[config.mk]
export PLATFORM = sky130hd
export DESIGN_NAME = guess_game_ctrl
export DESIGN_NICKNAME = d
export VERILOG_FILES = /design/src/rtl/guess_game_ctrl.sv
export SDC_FILE = /design/constraint.sdc
export NUM_CORES = 1
export LEC_CHECK = 0
export ABC_AREA = 1
export ABC_CLOCK_PERIOD_IN_PS = 1400
export CAP_MARGIN = 0
export CORE_ASPECT_RATIO = 1.4
export CORE_UTILIZATION = 44
export CTS_BUF_LIST = sky130_fd_sc_hd__clkbuf_4
export DETAILED_ROUTE_END_ITERATION = 8
export PLACE_DENSITY_LB_ADDON = 0.15
export SLEW_MARGIN = 5
export SYNTH_ARGS = -nofsm -noshare
export SYNTH_HDL_FRONTEND = slang
export SYNTH_SLANG_ARGS = --single-unit
[constraint.sdc]
create_clock -name clk -period 1.4 [get_ports clk]
set_input_delay 0.28 -clock clk [delete_from_list [all_inputs] [get_ports clk]]
set_output_delay 0.28 -clock clk [all_outputs]
set_load 0.1 [all_outputs]
[src/rtl/guess_game_ctrl.sv]
// guess_game_ctrl
// Controller for a number-guessing game. It latches a secret and accepts
// guesses one at a time. It drives an external combinational magnitude
// comparator and turns the comparator flags into hints, a try count and a
// final win/lose status.
//
// Ports:
//   clk, rst_n             clock, synchronous active-low reset
//   start, secret_in       begin a game (IDLE/WIN/LOSE), latch the secret
//   guess_valid, guess     guess offered to the controller
//   guess_ready            a guess is accepted when guess_valid && guess_ready
//   cmp_a, cmp_b           comparator operands (registered guess / secret)
//   a_less_b, a_greater_b,
//   a_equal_b              comparator flags, consumed in CHECK
//   hint_high, hint_low    direction hint for the last wrong guess
//   tries                  guesses accepted in the current game
//   win, lose, err         terminal status; err = flags were not one-hot
//   busy                   a game is in progress (WAIT_GUESS or CHECK)
//
// Handshake: a guess transfers on a rising edge where guess_valid and
// guess_ready are both high. guess_ready depends only on the state, never
// on guess_valid. The guess is held in cmp_a from that point on.
module guess_game_ctrl #(
    parameter int WIDTH     = 4,
    parameter int MAX_TRIES = 7,
    parameter int TRY_W     = 3
) (
    input  logic             clk,
    input  logic             rst_n,
    input  logic             start,
    input  logic [WIDTH-1:0] secret_in,
    input  logic             guess_valid,
    input  logic [WIDTH-1:0] guess,
    output logic             guess_ready,
    output logic [WIDTH-1:0] cmp_a,
    output logic [WIDTH-1:0] cmp_b,
    input  logic             a_less_b,
    input  logic             a_greater_b,
    input  logic             a_equal_b,
    output logic             hint_high,
    output logic             hint_low,
    output logic [TRY_W-1:0] tries,
    output logic             win,
    output logic             lose,
    output logic             err,
    output logic             busy
);

    localparam logic [2:0] IDLE       = 3'd0;
    localparam logic [2:0] WAIT_GUESS = 3'd1;
    localparam logic [2:0] CHECK      = 3'd2;
    localparam logic [2:0] WIN        = 3'd3;
    localparam logic [2:0] LOSE       = 3'd4;

    logic [2:0]       state_q, state_d;
    logic [WIDTH-1:0] cmp_a_q, cmp_a_d;
    logic [WIDTH-1:0] cmp_b_q, cmp_b_d;
    logic [TRY_W-1:0] tries_q, tries_d;
    logic             hint_high_q, hint_high_d;
    logic             hint_low_q, hint_low_d;
    logic             win_q, win_d;
    logic             lose_q, lose_d;
    logic             err_q, err_d;

    logic [2:0] flags;
    logic       flags_one_hot;

    assign flags         = {a_less_b, a_greater_b, a_equal_b};
    assign flags_one_hot = (flags == 3'b001) || (flags == 3'b010) || (flags == 3'b100);

    always_comb begin
        state_d     = state_q;
        cmp_a_d     = cmp_a_q;
        cmp_b_d     = cmp_b_q;
        tries_d     = tries_q;
        hint_high_d = hint_high_q;
        hint_low_d  = hint_low_q;
        win_d       = win_q;
        lose_d      = lose_q;
        err_d       = err_q;

        case (state_q)
            // A new game starts the same way from idle or from a finished game.
            IDLE, WIN, LOSE: begin
                if (start) begin
                    cmp_b_d     = secret_in;
                    tries_d     = '0;
                    hint_high_d = 1'b0;
                    hint_low_d  = 1'b0;
                    win_d       = 1'b0;
                    lose_d      = 1'b0;
                    err_d       = 1'b0;
                    state_d     = WAIT_GUESS;
                end
            end
            WAIT_GUESS: begin
                if (guess_valid) begin
                    cmp_a_d = guess;
                    tries_d = tries_q + TRY_W'(1);
                    state_d = CHECK;
                end
            end
            // Operands were registered on entry, so the comparator flags are
            // settled by the end of this single cycle.
            CHECK: begin
                if (!flags_one_hot) begin
                    err_d   = 1'b1;
                    lose_d  = 1'b1;
                    state_d = LOSE;
                end else if (a_equal_b) begin
                    // Checked before the try limit: a hit on the last try wins.
                    win_d       = 1'b1;
                    hint_high_d = 1'b0;
                    hint_low_d  = 1'b0;
                    state_d     = WIN;
                end else begin
                    hint_high_d = a_greater_b;
                    hint_low_d  = a_less_b;
                    if (tries_q == TRY_W'(MAX_TRIES)) begin
                        lose_d  = 1'b1;
                        state_d = LOSE;
                    end else begin
                        state_d = WAIT_GUESS;
                    end
                end
            end
            default: state_d = IDLE;
        endcase
    end

    always_ff @(posedge clk) begin
        if (!rst_n) begin
            state_q     <= IDLE;
            cmp_a_q     <= '0;
            cmp_b_q     <= '0;
            tries_q     <= '0;
            hint_high_q <= 1'b0;
            hint_low_q  <= 1'b0;
            win_q       <= 1'b0;
            lose_q      <= 1'b0;
            err_q       <= 1'b0;
        end else begin
            state_q     <= state_d;
            cmp_a_q     <= cmp_a_d;
            cmp_b_q     <= cmp_b_d;
            tries_q     <= tries_d;
            hint_high_q <= hint_high_d;
            hint_low_q  <= hint_low_d;
            win_q       <= win_d;
            lose_q      <= lose_d;
            err_q       <= err_d;
        end
    end

    assign guess_ready = (state_q == WAIT_GUESS);
    assign busy        = (state_q == WAIT_GUESS) || (state_q == CHECK);
    assign cmp_a       = cmp_a_q;
    assign cmp_b       = cmp_b_q;
    assign tries       = tries_q;
    assign hint_high   = hint_high_q;
    assign hint_low    = hint_low_q;
    assign win         = win_q;
    assign lose        = lose_q;
    assign err         = err_q;

endmodule

Word-level counts from Yosys, hierarchy flattened:

Cells that the tools add are included.

* $add $sub $neg: 1
* reductions and logical operators: 15
* mux-type cells: 25
* equality and inequality tests: 15

Operator list (count)
* 3-bit 2-to-1 mux: 7
* 1-bit 2-to-1 mux: 11
* 2-bit inequality test, second input constant: 5
* 1-bit case mux with 2 select lines: 5
* 3-bit by 2-bit == test with 1-bit output, second input constant: 3
* 3-bit == test, second input constant: 3
* 3-bit case mux with 3 select lines: 1
* 3-bit AND reduction: 3
* 4-bit AND reduction: 2
* 3-bit by 1-bit == test with 1-bit output, second input constant: 2
* 3-bit inequality test, second input constant: 2
* 3-bit case mux with 2 select lines: 1
* 2-bit AND reduction: 3
* 2-bit nonzero test: 2
* 3-bit by 1-bit adder with 3-bit output, second input constant: 1
* 3-bit logical NOT: 1
* 1-bit logical OR: 3
* 3-bit OR reduction: 1

* register bits: 19
* logic and storage cells: 65

Longest topological paths before layout:

Gate-level depths: netlist of the first run.

* depth in word-level cells: 5
* depth in mapped cells: 9

Worst setup path before layout of the first run:

No wires, ideal clock.

* path kind: reg2out
* from: reg state_q[1]
* to: out busy
* setup slack: -1.495 ns
* buffers on the path: 0
* cell stages (with the launch flop): 3
* arrival time: 2.615 ns
* cells stage by stage: dfxtp_1 > nand2_1 > o21ai_0

* word-level cells in the longest chain between the ends: 2
* elaborated cells between the ends (all ways): 3
* those cells by class: eq/ne (2); reduce/logical (1)

RTL lines
* from (decl): line 55 `logic [2:0] state_q, state_d;`
* from (signal assigned): line 143 `state_q <= state_d;`
* 3-bit by 1-bit == test with 1-bit output / 3-bit by 2-bit == test with 1-bit output (equally long branches): line 156 `assign busy = (state_q == WAIT_GUESS) || (state_q == CHECK);`
* 1-bit logical OR (*): line 156
* to (decl): line 46 `output logic busy`

Every way passes the cells marked *; elsewhere a longest branch is shown, timed or not.

Worst setup path in the final report of the first run:

* from: reg state_q[2]
* to: out busy

The elaborated chain is that of the path after synthesis.

==> flow_metrics.env, run 1 <==
export IMPL_status="finished with violations"
export IMPL_violations="setup timing"
export IMPL_drc=0
export IMPL_synth_top_area_cell="dfxtp_1"
export IMPL_antenna_cells=0
export IMPL_powerDensity_mw_per_mm2=1090
export IMPL_slew_headroom_pct=76.9
export IMPL_register_area_sq_um=390
export IMPL_antenna_found_initial=0
export IMPL_fin_ws_ns=-0.131
export IMPL_skew_ns=0.00247
export IMPL_ant_nets=0
export IMPL_grt_pass1_wl_microns=3730
export IMPL_worstMarginPinSlew_ns=0.346
export IMPL_ir_drop_uv=880
export IMPL_yosys_warnings=0
export IMPL_fmax_mhz=653
export IMPL_critPathLaunchType="flop"
export IMPL_yosys_top_cells_count="20 x nand2_1, 19 x dfxtp_1, 19 x nor2_1, 14 x inv_1, 11 x nand3_1"
export IMPL_synthCells=118
export IMPL_synthArstFlopShare_pct=0
export IMPL_ctsRootBufferMaster="clkbuf_4"
export IMPL_crit_family="flip-flops"
export IMPL_crit_path_end_kind="output pin"
export IMPL_setup_viol=2
export IMPL_cts_hold_buf=0
export IMPL_fin_cells=179
export IMPL_holdWs_ns=0.514
export IMPL_cts_tree="built"
export IMPL_cts_max_path_buffers=2
export IMPL_path_buf_inv=2
export IMPL_worstPathMaxFanout=3
export IMPL_h_tree_depth=1
export IMPL_vias=951
export IMPL_drt_total_wl_microns=2380
export IMPL_clk_latency_ns=0.30
export IMPL_io_buffers=32
export IMPL_dieArea_sq_mm=0.00215
export IMPL_syn_nets=135
export IMPL_layout_drive_gt1_share_pct=29.6
export IMPL_critPathKind="flop to output pin"
export IMPL_ys_seq_area_share_pct=44.1
export IMPL_tns_ns=-0.243
export IMPL_clock_sinks=19
export IMPL_hpwl_microns=1720
export IMPL_design_core_area_sq_mm=0.00180
export IMPL_crit_arrival_ns=1.25
export IMPL_vias_per_cell=5.31
export IMPL_drt_iter0_drc=31
export IMPL_grt_ovfl_total=0
export IMPL_grt_pass1_vias=930
export IMPL_hp_class="flop to flop"
export IMPL_numCtsBuffers=3
export IMPL_worst_ep_required_time_ns=1.12
export IMPL_synth_ff_type="dfxtp_1"
export IMPL_synth_edf_count=0
export IMPL_start_util_pct=47.9
export IMPL_leakage_uw=0.000657
export IMPL_grt_max_degree=15
export IMPL_crit_path_cell_trace="nor3_4, inv_2, o21ai_4, buf_12"
export IMPL_syn_cell_area_sq_um=863
export IMPL_area_growth_pct=73.2
export IMPL_slew_viol_final=0
export IMPL_die_w_microns=39.4
export IMPL_die_height_microns=54.4
export IMPL_place_inst=171
export IMPL_final_hold_viol_count=0
export IMPL_globalplace_congestion=0.665
export IMPL_num_rows=18
export IMPL_ys_ff_latch=19
export IMPL_path_clk_slew_ns=0.10
export IMPL_yosysTopAreaCellShare_pct=44.1
export IMPL_fin_crit_ns=1.53
export IMPL_nNetsFinal=177
export IMPL_synth_area_leaders="dfxtp_1 44%, nand2_1 8.7%, nor2_1 8.3%"
export IMPL_slowest_delay_ns=0.36
export IMPL_multi_input_area_sq_um=429
export IMPL_io_pins=33
export IMPL_wl_per_cell_microns=13.3
export IMPL_cap_violations=0
export IMPL_post_route_util_pct=83.0
export IMPL_fill_cells=112
export IMPL_dr_pass1_iters=4
export IMPL_rsz0062_at_grt="yes"
export IMPL_ys_types=21
export IMPL_place_ws_ns=-0.135
export IMPL_grtUsageTotal_pct=25.1
export IMPL_syn_area_per_cell_sq_um=7.32
export IMPL_synth_most_common_cell="nand2_1"
export IMPL_period_share_pct=109
export IMPL_crit_path_top_delay_cell="dfxtp_2"
[kinds of logic after synthesis]
group / count (synthesis) / synth area share (%)
simple gates: 59 / 32.0
compound gates: 20 / 12.2
flops: 19 / 44.1
buf+inv: 18 / 8.84
fa+ha+maj: 2 / 2.90
[worst paths after layout]
check / startpoint / endpoint / slack (ns) / cells past startpoint
max reg2reg: state_q[2] / tries[0] / 0.01 / 8
min: err / err / 0.51 / 2
min reg2reg: err / err / 0.51 / 2
max: state_q[2] / busy / -0.13 / 4
[layout make-up]
cell class,count,area share (%)
repair buffers,39,37.0
multi-input cells,81,28.7
flip-flops and latches,19,26.1
inverters,16,4.52
clock buffers,4,2.01
well taps,20,1.67
[state kept, by name (all words and copies together), names as in the netlist]
register and flops:
win 1, cmp_b 4, state_q 3, hint_high 1, err 1, lose 1, tries 3, hint_low 1
cmp_a 4
[worst min-delay path, stage by stage, from the launching register on]
cell and delay [ns]:
dfxtp_1 0.36, inv_1 0.06, a21oi_1 0.06
[per-stage QoR]
| step | power (uW) | area [sq um] |
|---|---|---|
| after detailed placement | 1300 | 1420 |
| after global routing | 1680 | 1500 |
| after global placement | 1280 | 1420 |
| after floorplan | 1040 | 887 |
| after CTS | 1610 | 1480 |
| final | 1620 | 1500 |
[metal layers]
layer / GRT usage (%) / part of all wire [%] / up-vias
li1: - / - / 465
met3: 4.47 / 4.9 / 8
met4: 11.5 / 1.9 / 0
met5: 0 / 0 / -
met2: 45.9 / 56 / 42
met1: 26.8 / 37 / 436
[cells in the final DEF, fill, tap and decap left out, types with 2 or more instances in the layout]
cell	netlist	layout
buf_12	0	18
inv_1	14	13
buf_4	1	7
clkdlybuf4s50_1	0	14
nand4_1	3	3
nor2_1	19	19
nand2_2	2	2
nand3_1	11	11
nand2_1	20	19
nand2_4	1	2
a21oi_1	8	8
o21ai_1	8	8
clkbuf_4	0	4
dfxtp_2	0	5
dfxtp_1	19	13
ha_1	2	2
[repair_timing]
item                       CTS  global route
buffers inserted             3             1
setup endpoints to repair    2            10
gates resized for setup      0             4
pin swaps                    1             1
[power breakdown]
group,switching (uW),internal (uW)
Sequential,42.8,578
Combinational,439,259
Clock,173,131
Total,655,968
No activity file was read; power rests on OpenSTA's default activity.
==> inputs of run 2 (changes only) <==
--- a/config.mk
+++ b/config.mk
@@ -12,6 +12,7 @@
 export CORE_UTILIZATION = 44
 export CTS_BUF_LIST = sky130_fd_sc_hd__clkbuf_4
 export DETAILED_ROUTE_END_ITERATION = 8
+export MAX_ROUTING_LAYER = met4
 export PLACE_DENSITY_LB_ADDON = 0.15
 export SLEW_MARGIN = 5
 export SYNTH_ARGS = -nofsm -noshare
==> run 2 against run 1 <==
Against the previous run: the flow still finishes with violations (setup timing); largest cell class unchanged; non-clock buffer count did not move; clock skew is essentially flat; first-iteration DRC count is the same; global-route usage grew 0.68 points; cell count stayed put; maximum frequency hardly changed; cell area did not move; critical path depth did not move; clock power about the same.
==> flow_metrics.env, run 2 (same netlist as run 1, synthesis figures left out) <==
export IMPL_drt_iter0_drc=31
export IMPL_cap_violations=0
export IMPL_worstMarginPinSlew_ns=0.347
export IMPL_h_tree_depth=1
export IMPL_clk_latency_ns=0.30
export IMPL_crit_path_cell_trace="nor3_4, inv_2, o21ai_4, buf_12"
export IMPL_critPathKind="flop to output pin"
export IMPL_grt_pass1_vias=930
export IMPL_status="finished with violations"
export IMPL_num_rows=18
export IMPL_post_route_util_pct=83.0
export IMPL_finalPower_uw=1620
export IMPL_grt_pass1_wl_microns=3730
export IMPL_slew_headroom_pct=76.8
export IMPL_crit_path_top_delay_cell="dfxtp_2"
export IMPL_crit_path_end_kind="output pin"
export IMPL_powerDensity_mw_per_mm2=1090
export IMPL_register_area_sq_um=390
export IMPL_hp_class="flop to flop"
export IMPL_die_w_microns=39.4
export IMPL_route_met2_wl_microns=1330
export IMPL_start_util_pct=47.9
export IMPL_numCtsBuffers=3
export IMPL_globalplace_congestion=0.671
export IMPL_dieArea_sq_mm=0.00215
export IMPL_clock_sinks=19
export IMPL_fin_crit_ns=1.53
export IMPL_io_buffers=32
export IMPL_area_growth_pct=73.2
export IMPL_worstPathMaxFanout=3
export IMPL_ir_drop_uv=881
export IMPL_grt_max_degree=15
export IMPL_die_height_microns=54.4
export IMPL_worst_ep_required_time_ns=1.12
export IMPL_slowest_delay_ns=0.36
export IMPL_crit_arrival_ns=1.25
export IMPL_skew_ns=0.00247
export IMPL_wl_met1_microns=906
export IMPL_drt_total_wl_microns=2390
export IMPL_cts_tree="built"
export IMPL_layout_drive_gt1_share_pct=29.6
export IMPL_layout_common_cells="19 x nand2_1, 19 x nor2_1, 18 x buf_12"
export IMPL_grt_ovfl_total=0
export IMPL_dr_pass1_iters=4
export IMPL_period_share_pct=109
export IMPL_place_ws_ns=-0.135
export IMPL_hpwl_microns=1720
export IMPL_ant_nets=0
export IMPL_final_hold_viol_count=0
export IMPL_antenna_found_initial=0
export IMPL_critPathLaunchType="flop"
export IMPL_ctsRootBufferMaster="clkbuf_4"
export IMPL_drc=0
export IMPL_fmax_mhz=653
export IMPL_setup_viol=2
export IMPL_leakage_uw=0.000657
export IMPL_violations="setup timing"
export IMPL_rsz0062_at_grt="yes"
export IMPL_design_core_area_sq_mm=0.00180
export IMPL_routed_wl_met3_microns=108
export IMPL_grtUsageTotal_pct=25.8
export IMPL_nNetsFinal=177
export IMPL_wl_per_cell_microns=13.3
export IMPL_fin_ws_ns=-0.131
export IMPL_routed_top_layer="met4"
export IMPL_vias=950
export IMPL_io_pins=33
export IMPL_fill_cells=112
export IMPL_antenna_cells=0
export IMPL_vias_per_cell=5.31
export IMPL_path_clk_slew_ns=0.10
export IMPL_slew_viol_final=0
export IMPL_cts_max_path_buffers=2
export IMPL_multi_input_area_sq_um=429
-- run 2: path summary, 6_finish.rpt --
kind	cells past startpoint	slack (ns)	to	startpoint
max reg2reg	8	0.01	tries[0]	state_q[2]
max	4	-0.13	busy	state_q[2]
min	2	0.51	err	err
min reg2reg	2	0.51	err	err
-- run 2: power by group --
part	internal, uW	total, uW	leakage, uW	switching, uW
logic	259	698	0.000480	440
registers	578	621	0.000158	42.9
clock network	131	304	0.0000184	173
total	968	1620	0.000657	656
-- run 2: area by class of cell --
cell class / instances / area share [%]
multi-input cells: 81 / 28.7
flip-flops and latches: 19 / 26.1
clock buffers: 4 / 2.01
well taps: 20 / 1.67
inverters: 16 / 4.52
repair buffers: 39 / 37.0
-- run 2: per-layer routing --
| layer | vias up | GRT usage, % |
|---|---|---|
| met5 | - | - |
| met4 | 0 | 11.5 |
| met3 | 8 | 3.66 |
| met2 | 42 | 45.9 |
| met1 | 435 | 27.3 |
| li1 | 465 | - |
-- run 2: per-stage QoR --
| stage | TNS (ns) | std cells | cell area (sq um) | hold slack [ns] |
|---|---|---|---|---|
| 6_report | -0.244 | 179 | 1500 | 0.514 |
| 3_5_place_dp | -0.566 | 171 | 1420 | 0.510 |
| 4_1_cts | -0.298 | 178 | 1480 | 0.528 |
| 5_1_grt | -0.575 | 179 | 1500 | 0.535 |
| 2_1_floorplan | -4.87 | 118 | 887 | 0.420 |
| 3_3_place_gp | -0.138 | 171 | 1420 | 0.478 |
-- run 2: what timing repair did --
item	4_1_cts	5_1_grt
pin swaps	1	1
hold endpoints to repair	0	0
setup buffers	3	1
hold buffers	0	0
endpoints found under the setup margin	2	10
cloned	0	0
gates resized for setup	0	4
-- run 2: critical path: cells and delay by family, from the launching register on --
kind | cells | cell delay [ns]
AOI/OAI and AO/OA | 1 | 0.07
buffers and inverters | 2 | 0.27
DFF | 1 | 0.36
and+or+nand+nor | 1 | 0.24
